$ cat config.mk
export PLATFORM = sky130hd
export DESIGN_NAME = instr_encoder
export DESIGN_NICKNAME = d
export VERILOG_FILES = /design/src/rtl/instr_encoder.sv
export SDC_FILE = /design/constraint.sdc
export NUM_CORES = 1
export LEC_CHECK = 0
export ABC_CLOCK_PERIOD_IN_PS = 13500
export CORE_MARGIN = 1.5
export CORE_UTILIZATION = 30
export DETAILED_ROUTE_END_ITERATION = 6
export HOLD_SLACK_MARGIN = 0.08
export RECOVER_POWER = 25
export SLEW_MARGIN = 20
export SYNTH_ARGS = -nofsm -noshare
export SYNTH_HDL_FRONTEND = slang
export SYNTH_SLANG_ARGS = --single-unit
$ cat constraint.sdc
create_clock -name clk -period 13.5 [get_ports clk]
set_input_delay 2.7 -clock clk [delete_from_list [all_inputs] [get_ports clk]]
set_output_delay 2.7 -clock clk [all_outputs]
set_load 0.02 [all_outputs]
$ cat src/rtl/instr_encoder.sv
// instr_encoder: packs RV32I instruction descriptors into 32-bit machine words
// and queues them in a small output FIFO drained by a valid/ready port.
//
// Optional build macro IMM_RANGE_CHECK_EN: when defined, immediates that do
// not fit their format are rejected and replaced by a NOP flagged with err=1.
// When undefined, out-of-field immediate bits are silently dropped.

module instr_encoder #(
    parameter  int DEPTH  = 4,
    localparam int ADDR_W = $clog2(DEPTH)
) (
    input  logic              clk,
    input  logic              reset,
    input  logic              in_valid,
    output logic              in_ready,
    input  logic [4:0]        in_opcode,
    input  logic [2:0]        in_funct3,
    input  logic              in_arith,
    input  logic [4:0]        in_rd,
    input  logic [4:0]        in_rs1,
    input  logic [4:0]        in_rs2,
    input  logic [31:0]       in_imm,
    output logic              out_valid,
    input  logic              out_ready,
    output logic [31:0]       out_instr,
    output logic              out_err,
    output logic [ADDR_W:0]   level
);

    // instruction[6:2] opcode classes
    localparam logic [4:0] OPC_LOAD   = 5'b00000;
    localparam logic [4:0] OPC_OP_IMM = 5'b00100;
    localparam logic [4:0] OPC_AUIPC  = 5'b00101;
    localparam logic [4:0] OPC_STORE  = 5'b01000;
    localparam logic [4:0] OPC_OP     = 5'b01100;
    localparam logic [4:0] OPC_LUI    = 5'b01101;
    localparam logic [4:0] OPC_BRANCH = 5'b11000;
    localparam logic [4:0] OPC_JALR   = 5'b11001;
    localparam logic [4:0] OPC_JAL    = 5'b11011;

    localparam logic [31:0]     NOP  = 32'h0000_0013;
    localparam logic [ADDR_W:0] FULL = (ADDR_W + 1)'(DEPTH);

    typedef struct packed {
        logic        err;
        logic [31:0] instr;
    } entry_t;

    entry_t            mem [DEPTH];
    entry_t            enc;
    logic [ADDR_W-1:0] wr_ptr;
    logic [ADDR_W-1:0] rd_ptr;
    logic [ADDR_W:0]   cnt;
    logic              push;
    logic              pop;

    logic [31:0] word;
    logic        known;
    logic        imm_ok;
    logic        is_shift;

    // per-format immediate fit flags
    logic fit_i;
    logic fit_b;
    logic fit_j;
    logic fit_u;
    logic fit_sh;

`ifdef IMM_RANGE_CHECK_EN
    // sign-fit means every bit above the field's sign bit equals the sign bit
    assign fit_i  = (&in_imm[31:11]) | ~(|in_imm[31:11]);
    assign fit_b  = ((&in_imm[31:12]) | ~(|in_imm[31:12])) & ~in_imm[0];
    assign fit_j  = ((&in_imm[31:20]) | ~(|in_imm[31:20])) & ~in_imm[0];
    assign fit_u  = ~(|in_imm[11:0]);
    assign fit_sh = ~(|in_imm[31:5]);
`else
    assign fit_i  = 1'b1;
    assign fit_b  = 1'b1;
    assign fit_j  = 1'b1;
    assign fit_u  = 1'b1;
    assign fit_sh = 1'b1;
`endif

    assign is_shift = (in_funct3 == 3'b001) || (in_funct3 == 3'b101);

    // format the descriptor into a word; illegal descriptors collapse to a flagged NOP
    always_comb begin
        word   = '0;
        known  = 1'b1;
        imm_ok = 1'b1;
        case (in_opcode)
            OPC_OP: begin
                word = {1'b0,
                        in_arith && (in_funct3 == 3'b000 || in_funct3 == 3'b101),
                        5'b0, in_rs2, in_rs1, in_funct3, in_rd, in_opcode, 2'b11};
            end
            OPC_OP_IMM: begin
                if (is_shift) begin
                    // shamt lives in rs2's slot; only SRAI carries the arith bit
                    word   = {1'b0, in_arith && (in_funct3 == 3'b101), 5'b0,
                              in_imm[4:0], in_rs1, in_funct3, in_rd, in_opcode, 2'b11};
                    imm_ok = fit_sh;
                end else begin
                    word   = {in_imm[11:0], in_rs1, in_funct3, in_rd, in_opcode, 2'b11};
                    imm_ok = fit_i;
                end
            end
            OPC_LOAD: begin
                word   = {in_imm[11:0], in_rs1, in_funct3, in_rd, in_opcode, 2'b11};
                imm_ok = fit_i;
            end
            OPC_JALR: begin
                word   = {in_imm[11:0], in_rs1, 3'b000, in_rd, in_opcode, 2'b11};
                imm_ok = fit_i;
            end
            OPC_STORE: begin
                word   = {in_imm[11:5], in_rs2, in_rs1, in_funct3, in_imm[4:0],
                          in_opcode, 2'b11};
                imm_ok = fit_i;
            end
            OPC_BRANCH: begin
                word   = {in_imm[12], in_imm[10:5], in_rs2, in_rs1, in_funct3,
                          in_imm[4:1], in_imm[11], in_opcode, 2'b11};
                imm_ok = fit_b;
            end
            OPC_LUI, OPC_AUIPC: begin
                word   = {in_imm[31:12], in_rd, in_opcode, 2'b11};
                imm_ok = fit_u;
            end
            OPC_JAL: begin
                word   = {in_imm[20], in_imm[10:1], in_imm[11], in_imm[19:12],
                          in_rd, in_opcode, 2'b11};
                imm_ok = fit_j;
            end
            default: begin
                known = 1'b0;
            end
        endcase
    end

    // select between the formatted word and the flagged NOP
    always_comb begin
        enc.err   = 1'b1;
        enc.instr = NOP;
        if (known && imm_ok) begin
            enc.err   = 1'b0;
            enc.instr = word;
        end
    end

    // handshake qualification; a full FIFO never accepts even when popping
    assign in_ready  = (cnt != FULL);
    assign out_valid = (cnt != '0);
    assign push      = in_valid && in_ready;
    assign pop       = out_valid && out_ready;
    assign level     = cnt;

    // outputs read as zero while empty so reset shows a clean bus
    assign out_instr = out_valid ? mem[rd_ptr].instr : '0;
    assign out_err   = out_valid ? mem[rd_ptr].err   : 1'b0;

    // storage write on accept; flushed by reset
    always_ff @(posedge clk or posedge reset) begin
        if (reset) begin
            for (int i = 0; i < DEPTH; i++) begin
                mem[i] <= '0;
            end
        end else if (push) begin
            mem[wr_ptr] <= enc;
        end
    end

    // pointers wrap naturally since DEPTH is a power of two
    always_ff @(posedge clk or posedge reset) begin
        if (reset) begin
            wr_ptr <= '0;
            rd_ptr <= '0;
        end else begin
            if (push) wr_ptr <= wr_ptr + 1'b1;
            if (pop)  rd_ptr <= rd_ptr + 1'b1;
        end
    end

    // occupancy tracks push/pop; both together leave it unchanged
    always_ff @(posedge clk or posedge reset) begin
        if (reset) begin
            cnt <= '0;
        end else begin
            case ({push, pop})
                2'b10:   cnt <= cnt + 1'b1;
                2'b01:   cnt <= cnt - 1'b1;
                default: cnt <= cnt;
            endcase
        end
    end

endmodule
==> metrics.cfg, run 1 <==
[yosys]
synth_fp_nets=678
synth-seq-cells=135
postSynth.asyncResetShare_pct=100
syn_inst=612
netlist_area_um2=6820
yosysWarnings=0
seq_area_frac_synth_pct=49.5
syn_avg_cell_area_um2=11.1
synth_cell_type_count=58
dominantRegCellSynth=dfrtp_1
synth_edf_count=0

[sta]
fin_crit_sh_pct=41.8
hold_violations=0
fin_setup_tns_ns=0
finalWorstSetupSlack_ns=7.86
post-route-min-period_ns=5.64
holdWs_ns=0.459
drv_slew=76
rsz0062_at_grt=no
clock-skew-final_ns=0.00541
fmax_ghz=0.177
slew-limit-headroom_pct=-127
tightest_slew_ns=3.39
setup_viol=0

[setup_path]
reg2reg_to=mem[20]
slowest_stage=clkinvlp_2
reg2reg_from=level[0]
critPathCaptureType=async pin
critPathMaxStageDelay_ns=1.90
ff2ff_path_depth=4
regToRegSetupSlack_ns=11.00
crit_family=buffers and inverters
critical_path_arrival_ns=6.10
crit_buf_inv=3
required_ns=13.96
path_cells=dlygate4sd3_1 > clkinvlp_2 > buf_4
cp_max_fo=75
critPathKind=primary input to async pin
critPathLaunchType=primary input

[power_and_ir_drop]
leakage_nw=3.66
p_per_area_nw_per_um2=223
totalPowerFinal_mw=1.91
ir_worst_vdd_uv=135

[die]
dieHeight_um=154
dieArea_um2=23600
core_area_um2=22100
initial_core_util_pct=30.9
num_rows=54
die_x_um=154
pin_count=98

[place]
place_area_um2=7950
globalplace.congestion=0.777
place_inst=949
port_buffers=97
pre_cts_ws_ns=8.18
hpwl_um=11900

[routing]
drtIter0Drc=287
met1_length_um=8520
wl_per_cell_um=18.3
final_antenna_net_count=0
wirelength_um=18000
dr.pass1.iters=4
drc=0
vias=4919
vias_per_cell=5.01
dr_wl_met2_um=8300
highest_layer=met4
met3WireLength_um=993

[min_path]
hold_depth=1
hp-class=flop to flop
hold_end=mem[34]
hp-start=mem[34]

[grt]
gr-total-overflow=0
antenna_found_initial=0
grt_max_degree=76
grt_pass1_wl_um=28800
grt_pass1_vias=4972
track_usage_pct=16.0

[clocking]
ctsResizeCount=0
cts_root_buf=clkbuf_16
htreeDepth=4
clk_pin_slew_ns=0.05
cts_made_buffers=17
tritoncts=yes
clock_latency_ns=0.42
hold_buffers=0
clock_path_buffers=2
clock-sinks=135
cts_setup_buffers=0

[final_layout]
num-fill-cells=2154
layout.nets=754
area_growth_pct=25.5
instances_no_fill=981
final_cell_mix=dfrtp_1 (134), nand2_1 (102), clkdlybuf4s50_1 (94)
finalInstanceArea_um2=8560
postLayoutCoreUtil_pct=38.7
drive_above_1_share_pct=16.1
mostFrequentLayoutCell=dfrtp_1

[outcome]
status=finished with violations
violations=capacitance limit, slew limit

[job]
maxCapViolCount=1

-- cell usage after synthesis (2+ instances only) --
cell,n,share of area [%]
a21oi_1,7,0.51
a21oi_2,2,0.26
a222oi_1,4,0.59
a22oi_1,5,0.55
a32oi_1,8,1.0
and2_1,35,3.2
and2b_1,2,0.22
and3_1,6,0.55
buf_2,22,1.6
buf_4,15,1.7
buf_6,3,0.50
clkbuf_1,10,0.55
dfrtp_1,135,50
ha_1,5,0.92
inv_1,11,0.61
mux2_2,26,4.3
mux2i_1,9,1.3
mux4_2,32,11
nand2_1,102,5.6
nand2b_1,9,0.83
nand3_1,3,0.22
nand4_1,5,0.46
nor2_1,5,0.28
nor2b_1,2,0.18
nor3_1,10,0.73
o2111ai_1,6,0.77
o211ai_1,5,0.55
o21a_1,2,0.22
o21ai_0,84,6.2
o21ai_1,10,0.73
xnor2_1,3,0.39
xor2_1,3,0.39
-- logic make-up (layout without fill, tap and decap cells) --
group | count (synthesis) | in the layout | synth area share [%]
AOI/OAI and AO/OA | 145 | 145 | 13.3
xor gates and xnor gates | 6 | 6 | 0.771
adders and majority gates | 6 | 6 | 1.21
buffers and inverters | 61 | 149 | 4.92
DFF | 135 | 135 | 49.5
muxes | 67 | 67 | 16.2
other | 0 | 1 | 0
and+or+nand+nor | 192 | 192 | 14.1
-- worst register-to-register path, cell delays in order (launching register included) --
cell	delay [ns]
dfrtp_1	0.43
or3b_1	0.51
nand3_1	0.52
buf_4	0.52
mux2_2	0.41
-- sequential cells by signal (all words and copies together) (netlist names) --
signal / count
mem: 128
level: 3
rd_ptr: 2
wr_ptr: 2
-- worst max path at each step --
stage	end	slack [ns]	startpoint	cells after the start
6_report	mem[121]	7.86	reset	3
5_1_grt	mem[13]	7.21	reset	3
4_1_cts	out_instr[20]	7.87	rd_ptr[0]	4
3_5_place_dp	mem[119]	8.18	in_opcode[0]	6
3_3_place_gp	mem[21]	8.29	in_opcode[0]	5
2_1_floorplan	level[0]	7.19	reset	1
-- routing by layer --
| layer | track usage (%) | up-vias |
|---|---|---|
| li1 | - | 2347 |
| met1 | 22.8 | 2426 |
| met2 | 24.3 | 134 |
| met3 | 3.47 | 12 |
| met4 | 5.04 | 0 |
| met5 | 0 | - |
-- power breakdown --
group	switching [mW]	total [mW]	internal (mW)
registers	0.0998	0.667	0.568
clock network	0.169	0.491	0.321
logic	0.379	0.750	0.371
total	0.648	1.91	1.26
-- final cells by class --
class | instances | area [um^2] | area share, %
Inverter | 11 | 42.5 | 0.497
Sequential cell | 135 | 3380 | 39.5
Timing Repair Buffer | 107 | 1050 | 12.2
Tap cell | 280 | 350 | 4.09
Multi-Input combinational cell | 416 | 3120 | 36.4
Clock buffer | 22 | 474 | 5.54
Clock inverter | 9 | 148 | 1.72
Antenna cell | 1 | 2.50 | 0.0292
Note: power is estimated with default switching activity, not from simulation.
==> run 2: changes to the inputs <==
--- a/config.mk
+++ b/config.mk
@@ -5,7 +5,7 @@
 export SDC_FILE = /design/constraint.sdc
 export NUM_CORES = 1
 export LEC_CHECK = 0
-export ABC_CLOCK_PERIOD_IN_PS = 13500
+export ABC_CLOCK_PERIOD_IN_PS = 5600
 export CORE_MARGIN = 1.5
 export CORE_UTILIZATION = 30
 export DETAILED_ROUTE_END_ITERATION = 6
==> constraint.sdc (replaced) <==
create_clock -name clk -period 5.6 [get_ports clk]
set_input_delay 1.12 -clock clk [delete_from_list [all_inputs] [get_ports clk]]
set_output_delay 1.12 -clock clk [all_outputs]
set_load 0.02 [all_outputs]
==> run 2 against run 1 <==
Effect of this change: sequential share of layout area decreased by 0.38 points; worst hold slack gained 0.0015 ns; routed wire length up 0.77%; the flow still finishes with violations (capacitance limit, slew limit); via count rose by 1.6%; largest power group unchanged; final cell count unchanged.
==> metrics.cfg, run 2 (same netlist as run 1, synthesis figures left out) <==
[sta]
post-route-min-period_ns=4.28
hold_violations=0  ; unchanged
slew-limit-headroom_pct=-75.5  ; +52 points
setup_viol=0  ; unchanged
fin_crit_sh_pct=76.5
drv_slew=60  ; -21%
clock-skew-final_ns=0.00904  ; +0.00363 ns
fmax_ghz=0.233
fin_setup_tns_ns=0  ; unchanged
rsz0062_at_grt=no
tightest_slew_ns=2.62  ; -0.768 ns

[place]
port_buffers=97  ; unchanged
globalplace.congestion=0.795  ; +2.3%
hpwl_um=12200  ; +2.7%

[die]
num_rows=54  ; unchanged
core_area_um2=22100  ; unchanged
dieArea_um2=23600  ; unchanged
initial_core_util_pct=30.9  ; unchanged
pin_count=98  ; unchanged
dieHeight_um=154  ; unchanged
die_x_um=154  ; unchanged

[power_and_ir_drop]
p_per_area_nw_per_um2=550  ; +150%
ir_worst_vdd_uv=300  ; +120%
totalPowerFinal_mw=4.76  ; +150%
leakage_nw=3.69  ; +0.86%
internal-power_mw=3.17  ; +150%
switching_share_pct=33.4  ; -0.53 points
comb_power_share_pct=37.8  ; -1.5 points
switchingPower_mw=1.59  ; +150%
clkPwrFrac_pct=28.0  ; +2.3 points
seq_power_share_pct=34.2  ; -0.8 points

[setup_path]
regToRegSetupSlack_ns=2.40  ; -8.60 ns
critPathKind=flop to output pin
critPathLaunchType=flop
crit_buf_inv=2  ; -1
reg2reg_to=level[2]
critPathCaptureType=output pin
critPathMaxStageDelay_ns=0.99  ; -0.91 ns
crit_family=buffers and inverters
path_cells=or3_1 > clkbuf_1 > and2_1 > clkdlybuf4s50_1
critical_path_arrival_ns=3.16  ; -2.94 ns
required_ns=4.48  ; -9.48 ns
ff2ff_path_depth=9  ; +5
reg2reg_from=level[0]
slowest_stage=clkbuf_1
cp_max_fo=26  ; -65%

[grt]
grt_max_degree=60  ; -21%
antenna_found_initial=0  ; unchanged
grt_pass1_wl_um=28900  ; +0.65%
gr-total-overflow=0  ; unchanged
grt_pass1_vias=5114  ; +2.9%
track_usage_pct=16.0  ; about the same

[min_path]
hold_depth=1  ; unchanged
hp-class=flop to flop
hp-start=mem[34]
hold_end=mem[34]

[final_layout]
postLayoutCoreUtil_pct=39.1  ; +0.38 points
num-fill-cells=2110  ; -2.0%
top_register=mem
mostFrequentLayoutCell=dfrtp_1
area_growth_pct=26.8
largest_reg_flops=128  ; unchanged
antenna_cells=0  ; -1
final_cell_mix=dfrtp_1 (134), nand2_1 (102), clkdlybuf4s50_1 (95)
layout.nets=754  ; unchanged
drive_above_1_share_pct=16.3  ; +0.12 points

[routing]
drc=0  ; unchanged
vias_per_cell=5.09  ; +1.6%
drtIter0Drc=394  ; +37%
dr.pass1.iters=5  ; +1
wl_per_cell_um=18.5  ; +0.77%
final_antenna_net_count=0  ; unchanged
vias=4996  ; +1.6%
wirelength_um=18100  ; +0.77%

[outcome]
status=finished with violations
violations=capacitance limit, slew limit

[clocking]
cts_made_buffers=17  ; unchanged
clock_latency_ns=0.42  ; about the same
cts_root_buf=clkbuf_16
clk_pin_slew_ns=0.06  ; about the same
hold_buffers=0  ; unchanged
htreeDepth=4  ; unchanged
tritoncts=yes
clock_path_buffers=2  ; unchanged
clock-sinks=135  ; unchanged
cts_setup_buffers=0  ; unchanged
ctsResizeCount=0  ; unchanged

[job]
maxCapViolCount=1  ; unchanged

## run 2: cell type report
type | instances | area (um^2) | share of cell area, %
multi-input combinational | 416 | 3130 | 36.2
timing repair buffer | 107 | 1040 | 12.1
inverter | 11 | 42.5 | 0.492
clock buffer | 20 | 457 | 5.28
clock inverter | 12 | 246 | 2.85
sequential | 135 | 3380 | 39.1
tap | 280 | 350 | 4.05
## run 2: per-layer routing
layer / routed length (um) / vias up / share of wire, % / track usage [%]
li1: - / 2354 / - / -
met5: 0 / - / 0 / 0
met1: 8600 / 2476 / 47 / 22.2
met2: 8200 / 142 / 45 / 24.1
met3: 981 / 24 / 5.4 / 4.76
met4: 337 / 0 / 1.9 / 4.95
## run 2: how the worst max path moves through the flow
| stage | from | to | slack [ns] | cells after the start |
|---|---|---|---|---|
| 6_report | level[0] | out_instr[20] | 1.32 | 4 |
| 5_1_grt | level[0] | out_instr[20] | 1.07 | 4 |
| 4_1_cts | rd_ptr[0] | out_instr[20] | 1.42 | 4 |
| 3_5_place_dp | in_opcode[0] | mem[120] | 1.84 | 4 |
| 3_3_place_gp | in_opcode[0] | mem[122] | 1.47 | 4 |
| 2_1_floorplan | reset | level[0] | 0.87 | 1 |
## run 2: power by group through the flow
stage	combinational (mW)	sequential (mW)	clock, mW
6_report	1.80	1.63	1.33
3_3_place_gp	1.81	1.63	0
3_5_place_dp	1.83	1.64	0
5_1_grt	1.97	1.68	1.39
4_1_cts	1.84	1.63	1.35
2_1_floorplan	1.28	1.53	0
## run 2: stage by stage
step | cell area [um^2] | setup WS, ns | hold WS [ns] | std cells
2_1_floorplan | 6820 | 0.869 | 0.429 | 612
3_3_place_gp | 7950 | 1.47 | 0.447 | 949
3_5_place_dp | 7960 | 1.84 | 0.447 | 949
4_1_cts | 8660 | 1.42 | 0.464 | 981
5_1_grt | 8640 | 1.07 | 0.497 | 981
6_report | 8640 | 1.32 | 0.461 | 981
==> run 3: changes to the inputs <==
--- a/config.mk
+++ b/config.mk
@@ -5,7 +5,7 @@
 export SDC_FILE = /design/constraint.sdc
 export NUM_CORES = 1
 export LEC_CHECK = 0
-export ABC_CLOCK_PERIOD_IN_PS = 5600
+export ABC_CLOCK_PERIOD_IN_PS = 4300
 export CORE_MARGIN = 1.5
 export CORE_UTILIZATION = 30
 export DETAILED_ROUTE_END_ITERATION = 6
==> constraint.sdc (replaced) <==
create_clock -name clk -period 4.3 [get_ports clk]
set_input_delay 0.86 -clock clk [delete_from_list [all_inputs] [get_ports clk]]
set_output_delay 0.86 -clock clk [all_outputs]
set_load 0.02 [all_outputs]
==> run 3 against run 2 <==
Effect of this change: final area down 0.80%; total power increased by 25%; sequential power grew 29%; sequential share of layout area rose by 0.31 points; critical path depth is the same; core utilization down 0.31 points; combinational power up 32%; the run still ends with capacitance limit, slew limit left; largest power group unchanged; global-route usage is 0.12 points lower.
==> metrics.cfg, run 3 (same netlist as run 1, synthesis figures left out) <==
[clocking]
clock_latency_ns=0.42  ; about the same
clock-sinks=135  ; unchanged
cts_made_buffers=17  ; unchanged
hold_buffers=0  ; unchanged
tritoncts=yes
ctsResizeCount=0  ; unchanged
clock_path_buffers=2  ; unchanged
cts_setup_buffers=0  ; unchanged
htreeDepth=4  ; unchanged
clk_pin_slew_ns=0.05  ; about the same
cts_root_buf=clkbuf_16

[job]
maxCapViolCount=1  ; unchanged

[grt]
grt_pass1_wl_um=28800  ; -0.59%
track_usage_pct=15.9  ; -0.12 points
grt_pass1_vias=5100  ; -0.27%
antenna_found_initial=0  ; unchanged
gr-total-overflow=0  ; unchanged
grt_max_degree=136  ; +130%

[sta]
hold_violations=0  ; unchanged
holdWs_ns=0.460  ; -0.000692 ns
fin_setup_tns_ns=0  ; unchanged
fmax_ghz=0.282
drv_slew=136  ; +130%
fin_crit_sh_pct=82.4
rsz0062_at_grt=no
tightest_slew_ns=1.85  ; -0.767 ns
post-route-min-period_ns=3.54
setup_viol=0  ; unchanged
clock-skew-final_ns=0.00952  ; +0.000476 ns
finalWorstSetupSlack_ns=0.759  ; -0.558 ns
slew-limit-headroom_pct=-23.4  ; +52 points

[die]
die_x_um=154  ; unchanged
core_area_um2=22100  ; unchanged
num_rows=54  ; unchanged
dieHeight_um=154  ; unchanged
initial_core_util_pct=30.9  ; unchanged
dieArea_um2=23600  ; unchanged
pin_count=98  ; unchanged

[setup_path]
critPathLaunchType=flop
critPathCaptureType=output pin
cp_max_fo=20  ; -23%
critical_path_arrival_ns=2.68  ; -0.48 ns
crit_start=rd_ptr[0]
critPathKind=flop to output pin
reg2reg_from=level[0]
reg2reg_to=level[2]
regToRegSetupSlack_ns=2.04  ; -0.36 ns
required_ns=3.44  ; -1.04 ns
ff2ff_path_depth=8  ; -1
worstSetupEndpoint=out_instr[12]

[routing]
vias=4961  ; -0.70%
drc=0  ; unchanged
wl_per_cell_um=18.2  ; -1.5%
dr.pass1.iters=6  ; +1
wirelength_um=17900  ; -1.3%
vias_per_cell=5.05  ; -0.90%
final_antenna_net_count=0  ; unchanged
drtIter0Drc=267  ; -32%

[final_layout]
antenna_cells=0  ; unchanged
top_register=mem
final_cell_mix=dfrtp_1 (134), nand2_1 (102), clkdlybuf4s50_1 (95)
instances_no_fill=983  ; +0.20%
postLayoutCoreUtil_pct=38.8  ; -0.31 points
area_growth_pct=25.7
largest_reg_flops=128  ; unchanged
layout.nets=756  ; +0.27%
drive_above_1_share_pct=16.6  ; +0.38 points
finalInstanceArea_um2=8570  ; -0.80%
mostFrequentLayoutCell=dfrtp_1

[power_and_ir_drop]
ir_worst_vdd_uv=377  ; +25%
totalPowerFinal_mw=5.93  ; +25%
p_per_area_nw_per_um2=691  ; +26%
leakage_nw=3.66  ; -0.84%

[place]
port_buffers=97  ; unchanged
pre_cts_ws_ns=0.825  ; -1.02 ns
hpwl_um=12200  ; -0.11%
place_inst=951  ; +0.21%
place_area_um2=8000  ; +0.57%
globalplace.congestion=0.817  ; +2.8%

[outcome]
status=finished with violations
violations=capacitance limit, slew limit

[min_path]
hp-class=flop to flop
hp-start=mem[1]
hold_depth=1  ; unchanged

## run 3: changes by cell type in the layout (fill, tap and decap cells not counted), moves of 2 or more
cell,delta
bufinv_16,-5
clkinv_2,+3
buf_12,+2
clkbuf_8,+2
nand3_1,-2
nand3_2,+2
## run 3: worst min path at each step
stage                           to
after detailed placement   mem[67]
after CTS                  mem[67]
after global routing      mem[100]
after floorplan            mem[34]
final                       mem[1]
after global placement      mem[1]
## run 3: where the power goes
part	leakage, nW	total, mW	switching [mW]	internal [mW]
clock	0.286	1.45	0.537	0.911
combinational	1.59	2.37	1.18	1.19
sequential	1.78	2.11	0.331	1.78
## run 3: area by class of cell
| cell class | count | area [um^2] |
|---|---|---|
| clock buffers | 24 | 492 |
| clock inverters | 8 | 95.1 |
| fillers | 2116 | 13500 |
| inverters | 11 | 45.0 |
| multi-input cells | 416 | 3130 |
| flip-flops and latches | 135 | 3380 |
| well taps | 280 | 350 |
| repair buffers | 109 | 1090 |
## run 3: worst max-delay path, cell delays in order, from the launching register on
cell             delay (ns)
dfrtp_2                0.69
buf_12                 0.28
mux4_2                 0.52
and2_1                 0.21
clkdlybuf4s50_1        0.55
## run 3: metal layers
layer | track usage, % | vias up | wire, um
li1 | - | 2353 | -
met1 | 22.2 | 2471 | 8450
met2 | 24.2 | 125 | 8150
met3 | 4.17 | 12 | 1060
met4 | 4.67 | 0 | 232
met5 | 0 | - | 0
